<file path="src/rtl/cpu_pkg.sv">
// Shared definitions for the CPU pipeline slice.
// Holds the fetch-stage state encoding, the bubble encoding, instruction field
// bit positions and the opcode constants shared with the decode control unit.
package cpu_pkg;

  typedef enum logic [1:0] {
    S_REQ   = 2'd0,
    S_DRAIN = 2'd1,
    S_HOLD  = 2'd2
  } fetch_state_t;

  // Bubble: opcode 0 decodes to all-zero controls.
  localparam logic [31:0] NOP_INSTR = 32'h0000_0000;

  localparam int unsigned OPC_MSB   = 31;
  localparam int unsigned OPC_LSB   = 26;
  localparam int unsigned RS_MSB    = 25;
  localparam int unsigned RS_LSB    = 21;
  localparam int unsigned RT_MSB    = 20;
  localparam int unsigned RT_LSB    = 16;
  localparam int unsigned RD_MSB    = 15;
  localparam int unsigned RD_LSB    = 11;
  localparam int unsigned FUNCT_MSB = 5;
  localparam int unsigned FUNCT_LSB = 0;
  localparam int unsigned IMM_MSB   = 15;
  localparam int unsigned IMM_LSB   = 0;

  localparam logic [5:0] OP_R   = 6'h01;
  localparam logic [5:0] OP_J   = 6'h02;
  localparam logic [5:0] OP_JAL = 6'h03;
  localparam logic [5:0] OP_BNE = 6'h04;
  localparam logic [5:0] OP_BEQ = 6'h05;
  localparam logic [5:0] OP_LW  = 6'h12;

endpackage

</file>
<file path="src/rtl/if_id_reg.sv">
// IF/ID pipeline register.
// Holds the fetched instruction, its PC+4 and a valid flag, and slices the
// decode fields out of the held instruction.
//   load       : capture load_instr/load_pc4 and mark valid
//   bubble     : replace the instruction with NOP_INSTR and clear valid
//   neither    : hold
//   id_*       : registered instruction, PC+4, valid and field slices
module if_id_reg #(
  parameter int unsigned PC_WIDTH  = 32,
  parameter logic [31:0] NOP_INSTR = cpu_pkg::NOP_INSTR
) (
  input  logic                clk,
  input  logic                rst,
  input  logic                load,
  input  logic                bubble,
  input  logic [31:0]         load_instr,
  input  logic [PC_WIDTH-1:0] load_pc4,
  output logic [31:0]         id_instr,
  output logic [PC_WIDTH-1:0] id_pc4,
  output logic                id_valid,
  output logic [5:0]          op_code,
  output logic [4:0]          id_rs,
  output logic [4:0]          id_rt,
  output logic [4:0]          id_rd,
  output logic [5:0]          id_function,
  output logic [15:0]         id_imm
);
  import cpu_pkg::*;

  always_ff @(posedge clk or posedge rst) begin
    if (rst) begin
      id_instr <= NOP_INSTR;
      id_pc4   <= '0;
      id_valid <= 1'b0;
    end else if (load) begin
      id_instr <= load_instr;
      id_pc4   <= load_pc4;
      id_valid <= 1'b1;
    end else if (bubble) begin
      id_instr <= NOP_INSTR;
      id_valid <= 1'b0;
    end
  end

  assign op_code     = id_instr[OPC_MSB:OPC_LSB];
  assign id_rs       = id_instr[RS_MSB:RS_LSB];
  assign id_rt       = id_instr[RT_MSB:RT_LSB];
  assign id_rd       = id_instr[RD_MSB:RD_LSB];
  assign id_function = id_instr[FUNCT_MSB:FUNCT_LSB];
  assign id_imm      = id_instr[IMM_MSB:IMM_LSB];

endmodule

</file>
<file path="src/rtl/fetch_stage.sv">
// Instruction-fetch stage.
// Owns the PC, runs the instruction-memory request handshake, buffers one
// word while decode is stalled and squashes the wrong-path fetch on redirect.
//   clk, rst                 : clock, asynchronous active-high reset
//   imem_req/addr/data/ready : instruction-memory handshake (req held until ready)
//   stall                    : load-use hold of PC and IF/ID
//   redirect/redirect_target : taken branch/jump resolved in ID
//   id_*, op_code            : IF/ID contents and decoded fields
module fetch_stage #(
  parameter int unsigned          PC_WIDTH  = 32,
  parameter logic [PC_WIDTH-1:0]  RESET_PC  = '0,
  parameter logic [31:0]          NOP_INSTR = cpu_pkg::NOP_INSTR
) (
  input  logic                clk,
  input  logic                rst,
  output logic                imem_req,
  output logic [PC_WIDTH-1:0] imem_addr,
  input  logic [31:0]         imem_data,
  input  logic                imem_ready,
  input  logic                stall,
  input  logic                redirect,
  input  logic [PC_WIDTH-1:0] redirect_target,
  output logic [31:0]         id_instr,
  output logic [PC_WIDTH-1:0] id_pc4,
  output logic                id_valid,
  output logic [5:0]          op_code,
  output logic [4:0]          id_rs,
  output logic [4:0]          id_rt,
  output logic [4:0]          id_rd,
  output logic [5:0]          id_function,
  output logic [15:0]         id_imm
);
  import cpu_pkg::*;

  fetch_state_t        state, state_n;
  logic                req_en;
  logic [PC_WIDTH-1:0] pc, pc_n, pc4;
  logic [PC_WIDTH-1:0] pend_pc, pend_pc_n;
  logic [PC_WIDTH-1:0] tgt;
  logic [31:0]         buf_instr, buf_instr_n;
  logic [PC_WIDTH-1:0] buf_pc4, buf_pc4_n;
  logic                ifid_load, ifid_bubble;
  logic [31:0]         ifid_instr;
  logic [PC_WIDTH-1:0] ifid_pc4;

  assign pc4 = pc + PC_WIDTH'(4);
  assign tgt = redirect_target & ~PC_WIDTH'(3);

  // req_en keeps the request low through reset and starts fetching one cycle
  // after deassertion; all state transitions are gated by it.
  assign imem_req  = req_en && (state != S_HOLD);
  // In S_DRAIN pc still holds the abandoned address, so the address stays put.
  assign imem_addr = pc;

  always_ff @(posedge clk or posedge rst) begin
    if (rst) begin
      state     <= S_REQ;
      req_en    <= 1'b0;
      pc        <= RESET_PC;
      pend_pc   <= '0;
      buf_instr <= NOP_INSTR;
      buf_pc4   <= '0;
    end else begin
      state     <= state_n;
      req_en    <= 1'b1;
      pc        <= pc_n;
      pend_pc   <= pend_pc_n;
      buf_instr <= buf_instr_n;
      buf_pc4   <= buf_pc4_n;
    end
  end

  always_comb begin
    state_n     = state;
    pc_n        = pc;
    pend_pc_n   = pend_pc;
    buf_instr_n = buf_instr;
    buf_pc4_n   = buf_pc4;
    ifid_load   = 1'b0;
    ifid_bubble = 1'b0;
    ifid_instr  = imem_data;
    ifid_pc4    = pc4;
    if (req_en) begin
      unique case (state)
        S_REQ: begin
          if (stall) begin
            // Decode is frozen: park the returning word in the skid buffer.
            if (imem_ready) begin
              buf_instr_n = imem_data;
              buf_pc4_n   = pc4;
              pc_n        = pc4;
              state_n     = S_HOLD;
            end
          end else if (redirect) begin
            ifid_bubble = 1'b1;
            if (imem_ready) begin
              pc_n = tgt;
            end else begin
              // Request in flight: finish it before moving to the target.
              pend_pc_n = tgt;
              state_n   = S_DRAIN;
            end
          end else if (imem_ready) begin
            ifid_load = 1'b1;
            pc_n      = pc4;
          end else begin
            ifid_bubble = 1'b1;
          end
        end
        S_DRAIN: begin
          if (imem_ready) begin
            pc_n    = pend_pc;
            state_n = S_REQ;
          end
          if (!stall) begin
            ifid_bubble = 1'b1;
            // A newer redirect wins, including one arriving with the response.
            if (redirect) begin
              if (imem_ready) pc_n = tgt;
              else            pend_pc_n = tgt;
            end
          end
        end
        S_HOLD: begin
          if (!stall) begin
            state_n = S_REQ;
            if (redirect) begin
              ifid_bubble = 1'b1;
              pc_n        = tgt;
            end else begin
              ifid_load  = 1'b1;
              ifid_instr = buf_instr;
              ifid_pc4   = buf_pc4;
            end
          end
        end
        default: state_n = S_REQ;
      endcase
    end
  end

  if_id_reg #(
    .PC_WIDTH  (PC_WIDTH),
    .NOP_INSTR (NOP_INSTR)
  ) u_if_id_reg (
    .clk         (clk),
    .rst         (rst),
    .load        (ifid_load),
    .bubble      (ifid_bubble),
    .load_instr  (ifid_instr),
    .load_pc4    (ifid_pc4),
    .id_instr    (id_instr),
    .id_pc4      (id_pc4),
    .id_valid    (id_valid),
    .op_code     (op_code),
    .id_rs       (id_rs),
    .id_rt       (id_rt),
    .id_rd       (id_rd),
    .id_function (id_function),
    .id_imm      (id_imm)
  );

endmodule

</file>
<file path="config.mk">
export PLATFORM = sky130hd
export DESIGN_NAME = fetch_stage
export DESIGN_NICKNAME = d
export VERILOG_FILES = /design/src/rtl/cpu_pkg.sv /design/src/rtl/if_id_reg.sv /design/src/rtl/fetch_stage.sv
export SDC_FILE = /design/constraint.sdc
export NUM_CORES = 1
export LEC_CHECK = 0
export ABC_AREA = 0
export CAP_MARGIN = 20
export CORE_MARGIN = 4
export CORE_UTILIZATION = 57
export CTS_CLUSTER_DIAMETER = 120
export DETAILED_ROUTE_END_ITERATION = 6
export HOLD_SLACK_MARGIN = 0.15
export PLACE_DENSITY = 0.93
export SETUP_SLACK_MARGIN = 0.15
export SLEW_MARGIN = 20
export SYNTH_ARGS = -nofsm -noshare
export SYNTH_HDL_FRONTEND = slang
export SYNTH_HIERARCHICAL = 1
export SYNTH_SLANG_ARGS = --single-unit
</file>
<file path="constraint.sdc">
create_clock -name clk -period 9.3 [get_ports clk]
set_clock_uncertainty 0.2 [all_clocks]
set_input_delay 1.395 -clock clk [delete_from_list [all_inputs] [get_ports clk]]
set_output_delay 1.395 -clock clk [all_outputs]
set_load 0.01 [all_outputs]
</file>
==> results by group, run 1 <==
Outcome
  • Status: finished, final reports clean

Hold path
  • Hold Path Class: reg2reg
  • WHS Path Cells: 2
  • Hold_sp: buf_pc4[16]
  • Hold worst-path end: buf_pc4[16]

Critical path
  • Crit-path max FO: 45
  • Reg2Reg Setup Slack: 6.06 ns
  • Reg-to-reg endpoint: imem_addr[27]
  • R2R Path Start: state[1]
  • Worst reg-to-reg path cell count: 7
  • CP arrival: 4.49 ns
  • Critical path class: in2reg
  • Critical path launch point type: primary input
  • Crit. End Element: flop
  • Worst EP required: 9.41 ns

GRT
  • Largest net degree at the start of global routing: 96
  • Vias in the first global route: 9088
  • Initial antenna violation count: 0
  • GRT Residual Overflow: 0
  • First-pass GRT wire length: 48.0 mm
  • Gr usage total: 27.2%

Pwr
  • Net Sw Frac: 38.9%
  • Leak pwr: 5.41 nW
  • Reg power frac: 38.8%
  • Clk pwr share: 17.7%
  • NetSw: 0.00161 W
  • Internal power: 0.00252 W
  • VDD IR-drop max: 0.158 mV
  • Combinational power share: 43.5%
  • Power per cell area: 310 nW/um^2

Layout
  • Fillcell total: 1320
  • Area Growth Syn to Fin: 20.9%
  • ANT cells: 0
  • Most common cell after layout, fill and taps aside: clkdlybuf4s50_1
  • Nets: 1321
  • Most frequent cells in the layout: clkdlybuf4s50_1 (206), dfrtp_1 (194), nand2_1 (158)
  • Layout cells sized above 1: 15.7%

Yosys
  • Top FF cell, synth: dfrtp_1
  • Area fraction in compound gates after synthesis: 13.5%
  • Post-Synth Adder-Cell Area: 0.568%
  • EDFF count, synth: 0
  • Yosys top cell area share: 44.1%
  • Synth area leaders: dfrtp_1 (44%), mux2_2 (12%), nand2_1 (5.4%)
  • Yosys reg bits: 194
  • Async set-reset flop share out of synthesis: 100%
  • Synth Instances: 1150
  • Yosys cell types: 71
  • Post-Synth Simple-Gate Area: 16.5%
  • Seq/Total Area, Yosys: 44.1%
  • Post-synthesis mux area share: 14.6%
  • Syn_nets: 1224
  • Largest family of logic cells by synthesized area: simple AND/OR/NAND/NOR gates
  • Synthesized area: 11000 um^2
  • Area leader, netlist: dfrtp_1
  • Post-Syn Area per Cell: 9.58 um^2
  • Post-Synth XOR/XNOR Area: 2.94%
  • YS warnings: 6

CTS
  • Post-cts sizing count: 0
  • Skew-Pair Late Insertion Delay: 0.44 ns
  • Setup Buffers After CTS: 0
  • Root Buffer: clkbuf_16
  • H-tree Lvls: 4
  • Clock Path Buffers: 2
  • Total clock sinks: 194
  • Reg clk slew, reported paths: 0.08 ns
  • Cts bufs inserted: 17
  • Hold Buf Count CTS: 0
  • CTS tree: yes

Timing
  • Rel. slew slack: 25.4%
  • Setup TNS: 0 ns
  • Period utilization: 47.1%
  • Maximum clock rate: 0.228 GHz
  • Slew @ Worst Pin: 1.12 ns
  • RSZ-0062 raised after global routing: no
  • Hold Fails Final Rpt: 0
  • Endpoints failing setup: 0
  • Final slew viol count: 0
  • Final min period: 4.38 ns
  • Final worst slack: 4.92 ns

Routing
  • Vias per cell: 6.16
  • First drt pass iteration count: 6
  • Remaining DRCs: 0
  • Post-route ant nets: 0
  • Routed WL: 30.1 mm
  • Vias after detailed routing: 9364
  • WL per Instance: 19.8 um
  • Initial DRC count: 1223

Floorplanning
  • Cell Rows: 50
  • Die height: 147 um
  • Core Box Area: 18800 um^2
  • Die Footprint: 21600 um^2
  • Initial Util: 58.5%
  • Die Span X: 147 um
  • I/O Pins: 210

Place
  • Global placement routability congestion: 0.957
  • Dpl ws: 4.60 ns
  • Dpl hpwl: 19.7 mm
  • IO Port Bufs: 207

Job
  • Max Cap Viol: 0
==> critical path, cell delays in order <==
cell             delay (ns)
clkdlybuf4s50_1        0.67
nand2b_1               0.33
buf_4                  0.49
a211o_1                0.95
nor2_1                 0.36
o21ai_0                0.17
o221ai_1               0.12
==> metrics by stage <==
step                      hold slack (ns)  power [W]  util [%]  area, um^2  cells
final                               0.284    0.00413      70.7       13300   1520
after detailed placement            0.270    0.00337      67.6       12700   1488
after global placement              0.262    0.00327      67.6       12700   1488
after global routing                0.312    0.00435      70.7       13300   1520
after floorplan                     0.251    0.00261         -       11000   1150
after CTS                           0.287    0.00411      70.7       13300   1520
==> power groups by stage <==
stage | clock (W) | sequential, W | combinational (W)
floorplan | 0 | 0.00153 | 0.00109
global placement | 0 | 0.00157 | 0.00170
detailed placement | 0 | 0.00160 | 0.00177
CTS | 0.000739 | 0.00159 | 0.00178
global route | 0.000776 | 0.00165 | 0.00193
finish | 0.000730 | 0.00160 | 0.00179
==> synthesized netlist by cell type, drive strengths merged, types with 3 or more instances <==
cell type / number
a211oi: 8
a21oi: 41
a221oi: 10
a222oi: 3
a22o: 5
a311oi: 7
a31oi: 25
and2: 7
and3: 5
and4: 5
buf: 93
clkbuf: 50
dfrtp: 194
ha: 5
inv: 11
mux2: 133
mux2i: 5
nand2: 159
nand2b: 37
nand3: 26
nand4: 18
nor2: 79
nor3: 14
nor4: 13
o21ai: 104
o221ai: 5
o22ai: 8
o2bb2ai: 5
o31ai: 3
or4: 3
xnor2: 17
xor2: 20
==> area by class of cell <==
class	instances	area, um^2	share of cell area, %
Clock buffer	17	425	3.19
Clock inverter	15	158	1.18
Inverter	11	43.8	0.329
Multi-Input combinational cell	802	5340	40.1
Sequential cell	194	4850	36.4
Tap cell	260	325	2.44
Timing Repair Buffer	221	2170	16.3
==> state kept, by name, summed over array words and instances (netlist names) <==
register	cells
buf_instr	32
pend_pc	30
req_en	1
buf_pc4	32
u_if_id_reg/id_valid	1
u_if_id_reg/id_pc4	32
state	2
u_if_id_reg/id_instr	32
imem_addr	32
==> cell families (layout without fill, tap and decap cells) <==
family	Yosys count	count (layout)
compound gates	242	242
xor+xnor	37	37
fa+ha+maj	5	5
buf+inv	154	264
flops	194	194
mux	138	138
other cells	1	1
simple gates	379	379
==> routing by layer <==
metal  wire length, um  up-vias  global-route usage (%)
li1                  -     4204                       -
met1             11700     4469                    35.8
met2             14500      577                    43.6
met3              2850      114                    5.95
met4              1110        0                    11.5
met5                 0        -                       0
==> how the worst max path moves through the flow <==
stage               start            end  slack, ns
CTS                 stall  imem_addr[27]       5.04
finish              stall  imem_addr[27]       4.92
global placement    stall  imem_addr[27]       4.59
floorplan             rst   buf_instr[0]       4.26
detailed placement  stall  imem_addr[27]       4.60
global route        stall  imem_addr[27]       4.76
Note: power is estimated with default switching activity, not from simulation.
==> run 2: changes to the inputs <==
Settings changed: CORE_UTILIZATION 57 to 48, PLACE_DENSITY 0.93 to 0.85.
Clock period 9.3 ns to 3.6 ns, I/O delays scaled along.
==> run 2 against run 1 <==
Effect of this change:
- cell count is 2.6% higher
- hold slack hardly changed
- non-clock buffer count is 15 higher
- largest cell class unchanged
- combinational power grew to 2.6 times the previous value
- clock power grew to 2.7 times the previous value
- utilization is 11 points lower
- global-route usage is 3.9 points lower
==> results by group, run 2 (synthesis gave the netlist of run 1 again) <==
Outcome
  • Status: finished, final reports clean (unchanged)

GRT
  • Initial antenna violation count: 0 (unchanged)
  • Gr usage total: 23.2% (was 27.2%)
  • Vias in the first global route: 9034 (was 9088)
  • First-pass GRT wire length: 48.7 mm (was 48.0 mm)
  • Largest net degree at the start of global routing: 96 (unchanged)
  • GRT Residual Overflow: 0 (unchanged)

Place
  • IO Port Bufs: 207 (unchanged)
  • Global placement routability congestion: 0.925 (was 0.957)
  • Inst Count DP: 1528 (was 1488)
  • Dpl hpwl: 21.3 mm (was 19.7 mm)

Critical path
  • Worst EP required: 2.86 ns (was 9.41 ns)
  • R2R Path Start: imem_addr[22] (was state[1])
  • CP arrival: 2.28 ns (was 4.49 ns)
  • Crit. End Element: output port (was flop)
  • Worst reg-to-reg path cell count: 6 (was 7)
  • Critical path class: reg2out (was in2reg)
  • Crit-path max FO: 16 (was 45)
  • Critical path launch point type: flop (was primary input)
  • Critical path startpoint: state[0] (was stall)

Timing
  • Hold Fails Final Rpt: 0 (unchanged)
  • Setup TNS: 0 ns (unchanged)
  • Final slew viol count: 0 (unchanged)
  • Slew @ Worst Pin: 0.859 ns (was 1.12 ns)
  • Final Hold Slack: 0.285 ns (was 0.284 ns)
  • Endpoints failing setup: 0 (unchanged)
  • Maximum clock rate: 0.332 GHz
  • Final min period: 3.02 ns
  • Period utilization: 83.8%
  • RSZ-0062 raised after global routing: no (unchanged)
  • Rel. slew slack: 42.6% (was 25.4%)

CTS
  • Reg clk slew, reported paths: 0.08 ns (about the same)
  • Root Buffer: clkbuf_16 (unchanged)
  • Clock Path Buffers: 2 (unchanged)
  • Skew-Pair Late Insertion Delay: 0.44 ns (about the same)
  • Cts bufs inserted: 17 (unchanged)
  • Setup Buffers After CTS: 0 (unchanged)
  • Total clock sinks: 194 (unchanged)
  • Post-cts sizing count: 0 (unchanged)
  • Hold Buf Count CTS: 0 (unchanged)
  • CTS tree: yes (unchanged)
  • H-tree Lvls: 4 (unchanged)

Floorplanning
  • Die height: 159 um (was 147 um)
  • Initial Util: 48.7% (was 58.5%)
  • I/O Pins: 210 (unchanged)
  • Die Span X: 159 um (was 147 um)
  • Cell Rows: 55 (was 50)
  • Die Footprint: 25400 um^2 (was 21600 um^2)
  • Core Box Area: 22600 um^2 (was 18800 um^2)

Hold path
  • Hold Path Class: reg2reg (unchanged)
  • WHS Path Cells: 2 (unchanged)
  • Hold_sp: buf_pc4[28] (was buf_pc4[16])

Routing
  • Post-route ant nets: 0 (unchanged)
  • Routed WL: 30.6 mm (was 30.1 mm)
  • First drt pass iteration count: 6 (unchanged)
  • Vias after detailed routing: 9273 (was 9364)
  • Remaining DRCs: 0 (unchanged)
  • WL per Instance: 19.6 um (was 19.8 um)
  • Vias per cell: 5.94 (was 6.16)
  • Initial DRC count: 1052 (was 1223)

Layout
  • Fillcell total: 1824 (was 1320)
  • Area Growth Syn to Fin: 23.1% (was 20.9%)
  • Layout cells sized above 1: 16.7% (was 15.7%)
  • Nets: 1336 (was 1321)
  • ANT cells: 0 (unchanged)
  • Non-Filler Instances: 1560 (was 1520)
  • Most common cell after layout, fill and taps aside: clkdlybuf4s50_1 (unchanged)
  • Most frequent cells in the layout: clkdlybuf4s50_1 (206), dfrtp_1 (194), nand2_1 (158) (unchanged)

Pwr
  • Leak pwr: 5.52 nW (was 5.41 nW)
  • VDD IR-drop max: 0.390 mV (was 0.158 mV)
  • Power per cell area: 795 nW/um^2 (was 310 nW/um^2)

Job
  • Max Cap Viol: 0 (unchanged)
-- run 2: cell types whose count changed in the layout (fill, tap and decap cells not counted), sizes merged --
| cell | previous run | this run |
|---|---|---|
| inv | 22 | 20 |
| clkinv | 3 | 5 |
| buf | 15 | 30 |
-- run 2: power breakdown --
group | leakage, nW | total, W | internal, W | switching (W)
combinational | 2.78 | 0.00470 | 0.00248 | 0.00222
sequential | 2.43 | 0.00410 | 0.00316 | 0.000948
clock | 0.302 | 0.00197 | 0.000965 | 0.00101
total | 5.52 | 0.0108 | 0.00660 | 0.00418
-- run 2: worst max-delay path: stages, from the launching register on --
cell,delay [ns]
dfrtp_1,0.41
inv_1,0.10
ha_1,0.71
nor2b_1,0.10
clkdlybuf4s50_1,0.53
-- run 2: cell type report --
type | instances | area, um^2 | area share [%]
multi-input combinational | 802 | 5340 | 39.4
sequential | 194 | 4850 | 35.8
timing repair buffer | 236 | 2350 | 17.3
clock buffer | 17 | 425 | 3.14
tap | 285 | 357 | 2.63
clock inverter | 15 | 196 | 1.45
inverter | 11 | 45.0 | 0.332
-- run 2: stage by stage --
| stage | setup WS (ns) | area, um^2 | utilization (%) | power, W |
|---|---|---|---|---|
| final | 0.585 | 13600 | 59.9 | 0.0108 |
| after global routing | 0.501 | 13600 | 59.9 | 0.0114 |
| after CTS | 0.584 | 13600 | 59.9 | 0.0108 |
| after detailed placement | 0.390 | 12900 | 57.2 | 0.00878 |
| after global placement | 0.419 | 12900 | 57.2 | 0.00858 |
| after floorplan | 0.931 | 11000 | - | 0.00675 |
-- run 2: final timing paths --
path	end	slack, ns
min in group asynchronous	u_if_id_reg/id_pc4[11]	0.39
max	imem_req	0.58
max reg2reg	u_if_id_reg/id_pc4[31]	0.61
min reg2reg	buf_pc4[28]	0.28
min	buf_pc4[28]	0.28
max in group asynchronous	buf_pc4[16]	1.89
-- run 2: routing by layer --
| layer | up-vias | global-route usage, % | routed length [um] |
|---|---|---|---|
| met2 | 479 | 36.7 | 14400 |
| met1 | 4484 | 31.8 | 12700 |
| met5 | - | 0 | 0 |
| met4 | 0 | 8.84 | 918 |
| met3 | 74 | 4.58 | 2460 |
| li1 | 4236 | - | - |
